==> src/rtl/cyclic_fifo.sv <==
// Circular-buffer FIFO of 2**ADDR words; read data is registered and valid one cycle after an accepted read.
// No stall: writes while full are dropped (fifo_of pulse), reads while empty are dropped (fifo_uf pulse).
module cyclic_fifo #(
    parameter int DATA = 8,
    parameter int ADDR = 4
) (
    input  logic            clk,
    input  logic            rst,
    input  logic [DATA-1:0] write_data,
    input  logic            write_req,
    input  logic            read_req,
    output logic [DATA-1:0] read_data,
    output logic            read_data_valid,
    output logic            fifo_empty,
    output logic            fifo_full,
    output logic            fifo_of,
    output logic            fifo_uf
);

    localparam int DEPTH = 2 ** ADDR;
    localparam logic [ADDR:0] FULL_CNT = (ADDR + 1)'(DEPTH);

    logic [DATA-1:0] mem_q [DEPTH];

    logic [ADDR-1:0] wr_ptr_q, wr_ptr_d;
    logic [ADDR-1:0] rd_ptr_q, rd_ptr_d;
    logic [ADDR:0]   count_q, count_d;
    logic [DATA-1:0] rd_data_q, rd_data_d;
    logic            rd_vld_q, rd_vld_d;
    logic            of_q, of_d;
    logic            uf_q, uf_d;
    logic            rd_acc, wr_acc;

    assign fifo_empty = (count_q == '0);
    assign fifo_full  = (count_q == FULL_CNT);

    // A read on the same edge frees a slot, so a full FIFO can still accept the write.
    assign rd_acc = read_req && !fifo_empty;
    assign wr_acc = write_req && (!fifo_full || rd_acc);

    always_comb begin
        wr_ptr_d  = wr_ptr_q;
        rd_ptr_d  = rd_ptr_q;
        count_d   = count_q;
        rd_data_d = rd_data_q;
        rd_vld_d  = rd_acc;
        of_d      = write_req && !wr_acc;
        uf_d      = read_req && !rd_acc;

        if (wr_acc) begin
            wr_ptr_d = wr_ptr_q + ADDR'(1);
        end
        if (rd_acc) begin
            rd_ptr_d  = rd_ptr_q + ADDR'(1);
            rd_data_d = mem_q[rd_ptr_q];
        end

        case ({wr_acc, rd_acc})
            2'b10:   count_d = count_q + (ADDR + 1)'(1);
            2'b01:   count_d = count_q - (ADDR + 1)'(1);
            default: count_d = count_q;
        endcase
    end

    always_ff @(posedge clk or negedge rst) begin
        if (!rst) begin
            wr_ptr_q  <= '0;
            rd_ptr_q  <= '0;
            count_q   <= '0;
            rd_data_q <= '0;
            rd_vld_q  <= 1'b0;
            of_q      <= 1'b0;
            uf_q      <= 1'b0;
        end else begin
            wr_ptr_q  <= wr_ptr_d;
            rd_ptr_q  <= rd_ptr_d;
            count_q   <= count_d;
            rd_data_q <= rd_data_d;
            rd_vld_q  <= rd_vld_d;
            of_q      <= of_d;
            uf_q      <= uf_d;
        end
    end

    // Storage is left unreset; stale words are unreachable once the pointers and count clear.
    always_ff @(posedge clk) begin
        if (wr_acc) begin
            mem_q[wr_ptr_q] <= write_data;
        end
    end

    assign read_data       = rd_data_q;
    assign read_data_valid = rd_vld_q;
    assign fifo_of         = of_q;
    assign fifo_uf         = uf_q;

endmodule

==> config.mk <==
export PLATFORM = sky130hd
export DESIGN_NAME = cyclic_fifo
export DESIGN_NICKNAME = d
export VERILOG_FILES = /design/src/rtl/cyclic_fifo.sv
export SDC_FILE = /design/constraint.sdc
export NUM_CORES = 1
export LEC_CHECK = 0
export BUFFER_PORTS_ARGS = -buffer_cell sky130_fd_sc_hd__buf_2
export CORE_MARGIN = 1.5
export CORE_UTILIZATION = 65
export DETAILED_ROUTE_END_ITERATION = 6
export GPL_TIMING_DRIVEN = 0
export PLACE_DENSITY = 0.9
export SLEW_MARGIN = 20
export SYNTH_ARGS = -nofsm -noshare
export SYNTH_HDL_FRONTEND = slang
export SYNTH_SLANG_ARGS = --single-unit
==> constraint.sdc <==
create_clock -name clk -period 5.31 [get_ports clk]
set_input_delay 0.531 -clock clk [delete_from_list [all_inputs] [get_ports clk]]
set_output_delay 0.531 -clock clk [all_outputs]
set_load 0.05 [all_outputs]
After elaboration in Yosys (flattened, before gate mapping)
Memory sizes are Yosys's and may differ from the RTL's. A register that Yosys moved wholly into a read port is not among the register bits.
Index checks and enable logic that the tools add are counted.
{"block": "word_totals", "ramBits": 128, "wordCells": 29, "out_inout_bits": 13, "n_memories": 1, "regBits": 16}
{"block": "op_classes", "n_addsub": 4, "mux": 3, "eq_ne": 3, "reduce_logical": 12}
{"memory": "mem_q", "words": 16, "word_bits": 8, "read_ports": 1, "rd_clocked_by_memory_dff": 1, "wr": 1, "line": "23", "text": "logic [DATA-1:0] mem_q [DEPTH];"}
{"op": "$pmux W5 S2", "count": 1}
{"op": "$add A4 B1 Y4 const B", "count": 2}
{"op": "$add A5 B1 Y5 const B", "count": 1}
{"op": "$eq A5 B5 Y1 const B", "count": 1}
{"op": "$logic_not A1 Y1", "count": 5}
{"op": "$logic_not A5 Y1", "count": 1}
{"op": "$sub A5 B1 Y5 const B", "count": 1}
{"op": "$logic_and A1 B1 Y1", "count": 4}
{"op": "$eq A2 B1 Y1 const B", "count": 1}
{"op": "$eq A2 B2 Y1 const B", "count": 1}
{"op": "$mux W1", "count": 2}
{"op": "$reduce_bool A2 Y1", "count": 1}
{"op": "$logic_or A1 B1 Y1", "count": 1}

Logic depth before layout (Yosys ltp)
Gate-level depths: netlist of the first run.
{"block": "logic_depth", "word_depth": 7, "depth_mapped": 10}

Least setup slack after synthesis of the first run
No wires, ideal clock.
{"block": "synth_timing", "path_type": "register to register", "startpoint": "register count_q[1]", "endpoint": "register count_q[4]", "arrival_time_ps": 2505, "period_less_slack_ps": 2591, "slack_ps": 2719, "stages_incl_launch_ff": 10, "cell_sequence": "dfrtp_1 or4_4 o21ai_4 nor2_2 ha_1 nor2b_1 o21a_1 or2_2 o32a_1 o211ai_1"}
{"block": "synth_via", "elab_chain_cells": 7, "word_cells_on_any_way": 13}
{"element": "start, declared", "line": "27", "text": "logic [ADDR:0] count_q, count_d;"}
{"element": "start signal, assigned", "line": "77", "text": "count_q <= count_d;"}
{"element": "$logic_not A5 Y1", "line": "34", "text": "assign fifo_empty = (count_q == '0);"}
{"element": "$logic_not A1 Y1", "line": "38", "text": "assign rd_acc = read_req && !fifo_empty;"}
{"element": "$logic_and A1 B1 Y1", "line": "38"}
{"element": "$logic_or A1 B1 Y1", "line": "39", "text": "assign wr_acc = write_req && (!fifo_full || rd_acc);"}
{"element": "$logic_and A1 B1 Y1", "line": "39"}
{"element": "$eq A2 B1 Y1 / $eq A2 B2 Y1 (equally long branches)", "line": "58", "text": "case ({wr_acc, rd_acc})"}
{"element": "$pmux W5 S2 / $reduce_bool A2 Y1 (equally long branches)"}
Several ways; a longest one is shown, not always the timed one.
A chain may end at the register's enable or synchronous reset.

Worst setup path in the final report of the first run
{"block": "layout_timing", "startpoint": "register count_q[0]", "endpoint": "register count_q[4]"}
The elaborated chain is that of the path after synthesis.

==> results.sh, run 1 <==
export IMPL_fp_dieH_um=99.8
export IMPL_min_path_type="in -> async"
export IMPL_path_buf_inv=0
export IMPL_worst_slack_ns=2.47
export IMPL_cp_top_family="simple AND/OR/NAND/NOR gates"
export IMPL_critPathLaunch="count_q[0]"
export IMPL_io_pins=25
export IMPL_cts_tree="yes"
export IMPL_grt_first_pass_wirelength_mm=19.7
export IMPL_root_buffer="clkbuf_8"
export IMPL_antenna_found_initial=0
export IMPL_reg2regPathDepth=9
export IMPL_syn_inst=317
export IMPL_htree_levels=4
export IMPL_use_met1=0.350
export IMPL_fp_row_count=35
export IMPL_gp_congestion=0.827
export IMPL_rsz0062_at_grt="false"
export IMPL_io_buffer_count=24
export IMPL_core_area_um2=9150
export IMPL_drc=0
export IMPL_drv_cap=0
export IMPL_r2r_start="count_q[0]"
export IMPL_arrival_ns=3.28
export IMPL_post_dp_hpwl_mm=7.72
export IMPL_r2r_end="count_q[4]"
export IMPL_hold_viol=0
export IMPL_fin_area_um2=6940
export IMPL_final_max_slew_viol_count=0
export IMPL_dr_pass1_iters=7
export IMPL_syn2layout_area_growth_pct=13.9
export IMPL_numCtsBuffers=17
export IMPL_fin_nets=381
export IMPL_fill_cells=469
export IMPL_avgViaCountPerCell=6.69
export IMPL_cp_required_ns=5.75
export IMPL_synth_warnings=0
export IMPL_ys_seq_area_frac=0.730
export IMPL_ys_types=39
export IMPL_tightest_slew_ns=1.06
export IMPL_fmax_ghz=0.352
export IMPL_path_cells="or4_4, o21ai_4, nor2_2, ha_1, nor2b_1, o21a_1, or2_2, o32a_1, o211ai_1"
export IMPL_use_met3=0.0773
export IMPL_post_cts_buffers=0
export IMPL_grt_overflow=0
export IMPL_p_total_mw=3.96
export IMPL_grt_pass1_vias=3370
export IMPL_path_max_fanout=5
export IMPL_layout_commonest_cell="edfxtp_1"
export IMPL_worstSetupPathType="reg -> reg"
export IMPL_grtUsageMet2=0.466
export IMPL_initial_core_util=0.666
export IMPL_globalRouteTotalUtil=0.288
export IMPL_cp_end_kind="flip-flop"
export IMPL_status="finished, final reports clean"
export IMPL_synth_avg_cell_area_um2=19.2
export IMPL_startpoint_type="flip-flop"
export IMPL_place_worst_setup_slack_ns=2.48
export IMPL_vdd_ir_drop_max_uv=270
export IMPL_die_area_um2=9960
export IMPL_multi_input_area_um2=1560
export IMPL_grt_max_degree=25
export IMPL_slowest_delay_ns=0.57
export IMPL_drive_above_1_share=0.306
export IMPL_clock_sinks=152
export IMPL_hold_buffers=0
export IMPL_clock_latency_ns=0.53
export IMPL_cp_depth=9
export IMPL_antenna_left=0
export IMPL_final_setup_viol_count=0
export IMPL_cts_resized=0
export IMPL_endpoint="count_q[4]"
export IMPL_dpl_cell_area_um2=6370
export IMPL_critical_path_slowest_cell="or4_4"
export IMPL_path_clk_slew_ns=0.07
export IMPL_post_route_period_util=0.534
export IMPL_finalClockSkew_ns=0.0105
export IMPL_wire_per_inst_um=26.7
export IMPL_fin_cells=484
export IMPL_busiest_layer="met2"
export IMPL_drtIter0Drc=337
export IMPL_syn_area_um2=6090
export IMPL_fin_crit_ns=2.84
export IMPL_power_leakage_nw=2.45
export IMPL_num_antenna_cells=0
export IMPL_numPlacedInstances=452
export IMPL_mappedNetlistNets=338
export IMPL_register_area_um2=4440
export IMPL_fp_dieW_um=99.8
export IMPL_p_per_area_nw_per_um2=571
export IMPL_via_count=3239
export IMPL_wl_mm=12.9
export IMPL_maxSlewHeadroom=0.288
export IMPL_ff2ff_setup_slack_ns=2.47
export IMPL_tns_ns=0
export IMPL_ys_ff_latch=152
export IMPL_clk_path_buf_depth=2
export IMPL_final_cell_mix="edfxtp_1, buf_2, mux4_2"
-- state kept, by name, summed over array words and instances, names as in the netlist --
signal	flops
read_data_valid	1
rd_ptr_q	4
mem_q	128
fifo_uf	1
read_data	8
wr_ptr_q	4
fifo_of	1
count_q	5
-- stage by stage --
| step | util | hold WS [ns] |
|---|---|---|
| 2_1_floorplan | - | 0.235 |
| 3_3_place_gp | 0.694 | 0.459 |
| 3_5_place_dp | 0.696 | 0.465 |
| 4_1_cts | 0.758 | 0.00225 |
| 5_1_grt | 0.758 | 0.0273 |
| 6_report | 0.758 | 0.00321 |
-- how the worst min path moves through the flow --
stage | from | to | slack [ns]
6_report | rst | count_q[0] | 0.003
5_1_grt | rst | count_q[0] | 0.03
4_1_cts | rst | count_q[0] | 0.002
3_5_place_dp | read_data[0] | read_data[0] | 0.47
3_3_place_gp | read_data[0] | read_data[0] | 0.46
2_1_floorplan | rst | count_q[0] | 0.24
-- final cells by class --
| cell class | count | share of cell area |
|---|---|---|
| sequential | 152 | 0.640 |
| clock inverter | 15 | 0.0225 |
| clock buffer | 17 | 0.0597 |
| multi-input combinational | 142 | 0.225 |
| inverter | 7 | 0.00379 |
| timing repair buffer | 24 | 0.0173 |
| tap | 111 | 0.0200 |
| buffer | 16 | 0.0112 |
-- per-layer routing --
layer  wire, um  up-vias
met3       1060       45
met4        514        0
li1           -     1344
met5          0        -
met2       6770      217
met1       4580     1633
-- synth_stat cells, drive strengths merged --
cell type  number  area [um^2]
buf            11         58.8
xnor2           9         78.8
nor2           15         61.3
nand4           2         12.5
edfxtp        128         3840
inv             7         26.3
and2            1         7.51
nor3            4         20.0
o21bai          1         7.51
or4             1         11.3
nand2          20         77.6
ha              8          100
mux2            3         41.3
o21a            2         15.0
nand3           1         5.00
o221ai          8         70.1
nor4            1         6.26
o21ai           4         31.3
nor2b           1         6.26
a21oi           3         26.3
clkbuf          5         18.8
nand2b          3         18.8
a21o            1         8.76
or2             2         12.5
nor3b           1         7.51
fa              1         20.0
dfrtp          24          601
o32a            1         10.0
o211ai          1         7.51
mux4           32          721
mux2i          16          160
-- logic make-up after synthesis --
group / share of synthesized area
simple gates: 0.0405
flops: 0.730
xor+xnor: 0.0129
mux: 0.151
buf+inv: 0.0170
fa+ha+maj: 0.0197
compound gates: 0.0290
-- report_power, final --
group	leakage (nW)	switching [mW]	internal (mW)	total, mW
Combinational	0.729	0.749	0.498	1.25
Sequential	1.45	0.0916	1.48	1.57
Clock	0.269	0.539	0.605	1.14
Note: power is estimated with default switching activity, not from simulation.
==> run 2: changes to the inputs <==
- CORE_UTILIZATION: 65 -> 55
- PLACE_DENSITY: 0.9 -> 0.82
- clock period: 5.31 -> 2.5 ns (I/O delays scaled with it)
==> results.sh, run 2 (synthesis gave the netlist of run 1 again) <==
export IMPL_grt_overflow=0
export IMPL_drive_above_1_share=0.362
export IMPL_hold_viol=0
export IMPL_fin_hold_ws_ns=0.0796
export IMPL_post_route_period_util=1.01
export IMPL_largest_register="mem_q"
export IMPL_startpoint_type="flip-flop"
export IMPL_drtIter0Drc=289
export IMPL_p_total_mw=8.69
export IMPL_power_leakage_nw=2.53
export IMPL_initial_core_util=0.562
export IMPL_arrival_ns=2.98
export IMPL_final_cell_mix="edfxtp_1, buf_2, mux4_2"
export IMPL_finalClockSkew_ns=0.00777
export IMPL_fmax_ghz=0.395
export IMPL_core_area_um2=10800
export IMPL_die_area_um2=11700
export IMPL_wl_mm=12.7
export IMPL_num_antenna_cells=0
export IMPL_fin_crit_ns=2.53
export IMPL_post_dp_hpwl_mm=7.31
export IMPL_worst_slack_ns=-0.0311
export IMPL_grt_first_pass_wirelength_mm=19.3
export IMPL_largest_reg_flops=128
export IMPL_io_buffer_count=24
export IMPL_wire_per_inst_um=24.1
export IMPL_rsz0062_at_grt="true"
export IMPL_root_buffer="clkbuf_8"
export IMPL_path_clk_slew_ns=0.07
export IMPL_drc=0
export IMPL_worstSetupPathType="reg -> reg"
export IMPL_fp_dieW_um=108
export IMPL_gp_congestion=0.799
export IMPL_antenna_found_initial=0
export IMPL_min_path_type="in -> reg"
export IMPL_numCtsBuffers=17
export IMPL_final_max_slew_viol_count=0
export IMPL_globalRouteTotalUtil=0.237
export IMPL_via_count=3233
export IMPL_fin_nets=395
export IMPL_fp_dieH_um=108
export IMPL_cts_tree="yes"
export IMPL_violations="negative setup slack"
export IMPL_clk_path_buf_depth=2
export IMPL_path_max_fanout=4
export IMPL_final_setup_viol_count=2
export IMPL_io_pins=25
export IMPL_cp_required_ns=2.94
export IMPL_tightest_slew_ns=0.950
export IMPL_p_per_area_nw_per_um2=1210
export IMPL_avgViaCountPerCell=6.13
export IMPL_drv_cap=0
export IMPL_antenna_left=0
export IMPL_grt_max_degree=25
export IMPL_layout_commonest_cell="edfxtp_1"
export IMPL_clock_sinks=152
export IMPL_status="complete, but fails checks"
export IMPL_fp_row_count=38
export IMPL_clock_latency_ns=0.52
export IMPL_dr_pass1_iters=5
export IMPL_htree_levels=4
export IMPL_vdd_ir_drop_max_uv=635
export IMPL_syn2layout_area_growth_pct=17.7
export IMPL_cp_end_kind="flip-flop"
export IMPL_maxSlewHeadroom=0.364
export IMPL_grt_pass1_vias=3401
[run 2: through the flow]
| stage | cell area (um^2) | TNS [ns] | setup slack (ns) | instances | utilization |
|---|---|---|---|---|---|
| 2_1_floorplan | 6110 | -0.000522 | -0.000522 | 317 | - |
| 4_1_cts | 7070 | -0.0401 | -0.0401 | 520 | 0.653 |
| 3_3_place_gp | 6410 | -2.46 | -0.156 | 481 | 0.591 |
| 3_5_place_dp | 6430 | -0.225 | -0.214 | 481 | 0.593 |
| 6_report | 7170 | -0.0470 | -0.0311 | 527 | 0.662 |
| 5_1_grt | 7170 | -1.50 | -0.0961 | 527 | 0.662 |
[run 2: layout make-up]
cell class	count	area (um^2)
fill	688	3670
sequential	152	4440
timing repair buffer	38	230
multi-input combinational	142	1630
clock buffer	18	428
inverter	7	26.3
buffer	16	77.6
clock inverter	14	161
tap	140	175
[run 2: where the power goes]
part / switching, mW / internal [mW]
logic: 1.63 / 1.19
clock network: 1.07 / 1.47
registers: 0.181 / 3.15
total: 2.88 / 5.81
[run 2: final timing paths]
kind / end / slack [ns] / start / cells past startpoint
setup / recovery: count_q[4] / -0.03 / count_q[3] / 10
hold / removal: fifo_of / 0.08 / write_req / 2
setup reg to reg: count_q[4] / -0.03 / count_q[3] / 10
hold reg to reg: read_data[0] / 0.49 / read_data[0] / 2
max in group asynchronous: read_data[0] / 1.82 / rst / 2
min in group asynchronous: fifo_uf / 0.26 / rst / 2
[run 2: critical path, cell delays in order (launching register included)]
cell      delay [ns]
dfrtp_1         0.39
or4_4           0.57
o21ai_4         0.20
nor2_4          0.08
inv_2           0.07
fa_2            0.23
nor2b_4         0.04
o21a_1          0.19
or2_4           0.24
o32a_1          0.29
o211ai_1        0.15
[run 2: timing repair]
action,CTS,global route
resized for setup,0,15
setup buffers,5,7
endpoints found under the hold margin,25,0
pin swaps,5,5
hold buffers,2,0
endpoints found under the setup margin,2,130
gates cloned,0,0
[run 2: metal layers]
metal / up-vias / wire length [um] / global-route usage
met5: - / 0 / 0
met4: 0 / 350 / 0.0959
met3: 36 / 953 / 0.0597
met2: 165 / 6530 / 0.389
met1: 1664 / 4860 / 0.306
li1: 1368 / - / -
